==> src/rtl/mem_access_ctrl.sv <==
// Memory-stage access controller: turns load/store flags into a req/ack handshake,
// stalls the pipeline until the ack arrives, and aborts hung accesses after TIMEOUT cycles.
module mem_access_ctrl #(
   parameter int N       = 32,
   parameter int M       = 4,
   parameter int TIMEOUT = 16
) (
   input  logic         clk,
   input  logic         rst,
   input  logic         regw_M,
   input  logic         memw_M,
   input  logic         regmem_M,
   input  logic [M-1:0] regScr_M,
   input  logic [N-1:0] ALUrslt_M,
   input  logic [N-1:0] address_M,
   output logic         mem_req,
   output logic         mem_we,
   output logic [N-1:0] mem_addr,
   output logic [N-1:0] mem_wdata,
   input  logic         mem_ack,
   input  logic [N-1:0] mem_rdata,
   output logic         stall_M,
   output logic         regw_W,
   output logic [M-1:0] regScr_W,
   output logic [N-1:0] result_W,
   output logic         err_M
);

   typedef enum logic {IDLE, REQ} state_t;

   localparam logic [7:0] LIMIT = 8'(TIMEOUT - 1);

   state_t       state;
   logic [N-1:0] hold_addr;
   logic [N-1:0] hold_data;
   logic         hold_we;
   logic         hold_regw;
   logic [M-1:0] hold_rd;
   logic [7:0]   cnt;

   logic pending;
   logic at_limit;

   assign pending  = memw_M | regmem_M;
   assign at_limit = (cnt == LIMIT);

   // Request outputs come straight from state and holding registers, so a reset
   // in REQ drops them without waiting for a clock.
   assign mem_req   = (state == REQ);
   assign mem_we    = mem_req & hold_we;
   assign mem_addr  = mem_req ? hold_addr : '0;
   assign mem_wdata = mem_req ? hold_data : '0;

   always_comb begin
      stall_M = 1'b0;
      if (state == IDLE)
         stall_M = pending;
      else
         stall_M = ~mem_ack & ~at_limit;
   end

   always_ff @(posedge clk or posedge rst) begin
      if (rst) begin
         state     <= IDLE;
         hold_addr <= '0;
         hold_data <= '0;
         hold_we   <= 1'b0;
         hold_regw <= 1'b0;
         hold_rd   <= '0;
         cnt       <= '0;
         regw_W    <= 1'b0;
         regScr_W  <= '0;
         result_W  <= '0;
         err_M     <= 1'b0;
      end else begin
         case (state)
            IDLE: begin
               if (pending) begin
                  hold_addr <= address_M;
                  hold_data <= ALUrslt_M;
                  hold_we   <= memw_M;
                  hold_regw <= regw_M;
                  hold_rd   <= regScr_M;
                  cnt       <= '0;
                  regw_W    <= 1'b0;
                  state     <= REQ;
               end else begin
                  regw_W   <= regw_M;
                  regScr_W <= regScr_M;
                  result_W <= ALUrslt_M;
               end
            end
            REQ: begin
               // An ack always wins over the abort, even in the last allowed cycle.
               if (mem_ack) begin
                  result_W <= hold_we ? hold_data : mem_rdata;
                  regw_W   <= hold_regw;
                  regScr_W <= hold_rd;
                  state    <= IDLE;
               end else if (at_limit) begin
                  regw_W <= 1'b0;
                  err_M  <= 1'b1;
                  state  <= IDLE;
               end else begin
                  regw_W <= 1'b0;
                  cnt    <= cnt + 8'd1;
               end
            end
            default: state <= IDLE;
         endcase
      end
   end

endmodule
==> config.mk <==
export PLATFORM = sky130hd
export DESIGN_NAME = mem_access_ctrl
export DESIGN_NICKNAME = d
export VERILOG_FILES = /design/src/rtl/mem_access_ctrl.sv
export SDC_FILE = /design/constraint.sdc
export NUM_CORES = 1
export LEC_CHECK = 0
export ABC_AREA = 1
export BUFFER_PORTS_ARGS = -buffer_cell sky130_fd_sc_hd__clkbuf_2
export CAP_MARGIN = 5
export CORE_MARGIN = 5
export CORE_UTILIZATION = 52
export CTS_BUF_LIST = sky130_fd_sc_hd__clkbuf_4 sky130_fd_sc_hd__clkbuf_8
export DETAILED_ROUTE_END_ITERATION = 10
export GPL_TIMING_DRIVEN = 0
export PLACE_DENSITY_LB_ADDON = 0.12
export SLEW_MARGIN = 40
export SYNTH_ARGS = -nofsm -noshare
export SYNTH_HDL_FRONTEND = slang
export SYNTH_SLANG_ARGS = --single-unit
==> constraint.sdc <==
create_clock -name clk -period 4.4 [get_ports clk]
set_input_delay 0.44 -clock clk [delete_from_list [all_inputs] [get_ports clk]]
set_output_delay 0.44 -clock clk [all_outputs]
set_load 0.02 [all_outputs]
==> results.yml <==
setup_path:
  regToRegSetupSlack_ns: 2.91
  critPathArrivalTime_ns: 1.83
  crit_top_cell: "nand2_1"
  critical_path_class: "reg2out"
  timing.critical_path.fanout_max: 10
  kind_of_capture_point_of_the_worst_setup_path: "output pin"
  reg_to_reg_critical_path_startpoint: "mem_req"
  critical_path.startpoint_type: "flop"
  worstPathCellList: "ha_1, nand2_1, nor2_2, nand3_2, nand2_4, nand2_1, clkbuf_2"
  worst_path_largest_cell_delay_ns: 0.40
  worstPathRequired_ns: 3.96
  worst_path_max_delay_cell: "dfrtp_1"
  crit_start: "cnt[0]"
drt:
  first_iter_violations: 503
  wire_per_inst_um: 14.0
  dr_total_vias: 5816
  wl_met1_mm: 7.14
  post-route-drc-count: 0
  drt.antenna.violating_nets: 0
  routed-wl-met3_mm: 1.46
  drt_first_pass_iters: 5
  wirelength_mm: 16.7
  topRoutingLayerUsed: "met4"
  met2_length_mm: 7.62
  route.detailed.vias_per_inst: 4.87
clock_network:
  cts_tree: "done"
  post_cts_buffers: 0
  cts-buffers-inserted: 17
  max-clock-path-buffers: 2
  clk_pin_slew_ns: 0.07
  clk_root_buffer_cell: "clkbuf_8"
  ctsHtreeMaxLevel: 4
  clock_latency_ns: 0.43
  clkSinkCount: 117
layout:
  fin_area_um2: 7460
  nets: 1151
  top_library_cells_by_usage_in_the_layout_fill_and_taps_aside: "nand2_1, clkbuf_2, dfrtp_1, nor2_1, inv_1"
  layout.cells.non_filler: 1195
  area_growth_pct: 28.1
  mostFrequentLayoutCell: "nand2_1"
  final_layout_size_suffix_gt1_share_pct: 26.9
sta:
  slew_viol_final: 0
  timing.slew.headroom_pct: 64.8
  rsz0062_at_grt: "false"
  finClkSkew_ns: 0.00733
  timing.final.hold_violations: 0
  fmaxAchievable_mhz: 440
  layout_min_cycle_time_ns: 2.27
  final.setup.worst_slack_ns: 2.13
  worst_pin_slew_ns: 0.528
  finalSetupViolCount: 0
  finalHoldWorstSlack_ns: 0.211
  layout_worst_path_cycle_share_pct: 51.6
power_and_ir_drop:
  p_leak_nw: 4.52
  vdd.ir_drop.worst_v: 0.000354
  fin_total_pwr_mw: 4.72
  power.density_cell_area_nw_per_um2: 633
grt:
  global_route_wire_length_before_repair_mm: 27.0
  number_of_antenna_violations_at_the_first_check_in_global_routing: 0
  grt-ovfl-total: 0
  grt_start_max_net_pins: 75
  grt_pass1_vias: 5610
  globalRouteTotalUtil_pct: 25.8
synth:
  synthDominantAreaCellType: "dfrtp_1"
  post_synth_instance_area_um2: 5820
  synth_top_cells_by_area: "dfrtp_1, nand2_1, nor2_1"
  postSynthAreaPerCell_um2: 7.16
  synth_sequential_area_ratio_pct: 50.3
  synth_cell_type_count: 22
  synth.yosys.warnings: 0
  synthesis.instances: 813
  syn_nets: 920
  synth_seq_cells: 117
  synth.top_cell.area_share_pct: 50.3
place:
  pre_cts_slack_ns: 2.44
  dpl.hpwl_mm: 12.1
  gp_routability_congestion: 0.815
  placedCellCount: 1164
  postPlaceCellArea_um2: 7080
  port_buffers: 210
die:
  area_enclosed_by_the_die_boundary_um2: 13400
  number_of_core_rows: 38
  design.portCount: 211
  die_w_um: 116
  core_um2: 10900
  die_height_um: 116
  floorplan.initialDensity_pct: 53.5
run_status:
  run_status: "finished, final reports clean"
worst_hold_path:
  hold_path_class: "in2reg"
  min_from: "address_M[0]"
run:
  cap_viol_max_count: 0
## critical path, delay by kind of cell (launching register included)
| kind | cells | cell delay [ns] |
|---|---|---|
| buffers and inverters | 1 | 0.18 |
| and+or+nand+nor | 5 | 0.63 |
| DFF | 1 | 0.40 |
| adders and majority gates | 1 | 0.20 |
## state kept, by name, indices dropped and copies added, names as in the netlist
name and cells:
cnt 8, err_M 1, hold_addr 32, hold_data 32, hold_rd 4, hold_regw 1
hold_we 1, mem_req 1, regScr_W 4, regw_W 1, result_W 32
## where the power goes
group	total (mW)	switching (mW)	internal [mW]
clock network	0.921	0.408	0.512
registers	1.70	0.224	1.48
logic	2.10	1.42	0.678
total	4.72	2.05	2.67
## routing by layer
metal  global-route usage (%)  vias to the layer above
met1                     33.3                     2641
met5                        0                        -
met4                     11.2                        0
met3                     8.25                       36
li1                         -                     2905
met2                     40.0                      234
## worst paths after layout
kind,to,cells after the start
worst max-delay path,stall_M,7
worst min-delay path,hold_addr[0],3
worst max register to register,result_W[6],5
worst min register to register,hold_addr[18],2
max in group asynchronous,cnt[2],4
min in group asynchronous,hold_data[9],3
## synthesized netlist by cell type
library cell and instances:
nand2_1 338, dfrtp_1 117, nor2_1 112, inv_1 103, a31oi_1 36, o21ai_0 34, buf_2 22, clkbuf_1 13
nand3_1 11, buf_4 9, nor2_2 3, xor2_1 3, inv_2 2, nand2_4 2, buf_6 1, ha_1 1
inv_4 1, nand2_2 1, nand3_2 1, nand3b_1 1, nor3_1 1, o21bai_1 1
## metrics by stage
stage                     util [%]  TNS, ns
after floorplan                  -        0
after global placement        64.7   -62.57
after detailed placement      65.1        0
after CTS                     68.5        0
after global routing          68.5        0
final                         68.5        0
## repair_timing
action,in CTS,in global routing
endpoints found under the hold margin,9,0
hold buffers,1,0
resized for setup,0,0
## kinds of logic (layout without fill, tap and decap cells)
| group | Yosys count | count (layout) | share of synthesized area [%] |
|---|---|---|---|
| flip-flops | 117 | 117 | 50.3 |
| AND/OR/NAND/NOR | 470 | 470 | 31.2 |
| XOR/XNOR | 3 | 3 | 0.451 |
| other | 0 | 1 | 0 |
| adder cells (fa/ha/maj) | 1 | 1 | 0.215 |
| AO/OA/AOI/OAI | 71 | 71 | 6.92 |
| buffers and inverters | 151 | 392 | 11.0 |
## final cells by class
type | instances | area, µm²
clock inverter | 5 | 50.0
multi-input combinational | 545 | 2260
timing repair buffer | 212 | 1090
clock buffer | 24 | 312
antenna | 1 | 2.50
buffer | 45 | 238
inverter | 106 | 408
tap | 140 | 175
fill | 1007 | 3430
sequential | 117 | 2930
Note: power is estimated with default switching activity, not from simulation.
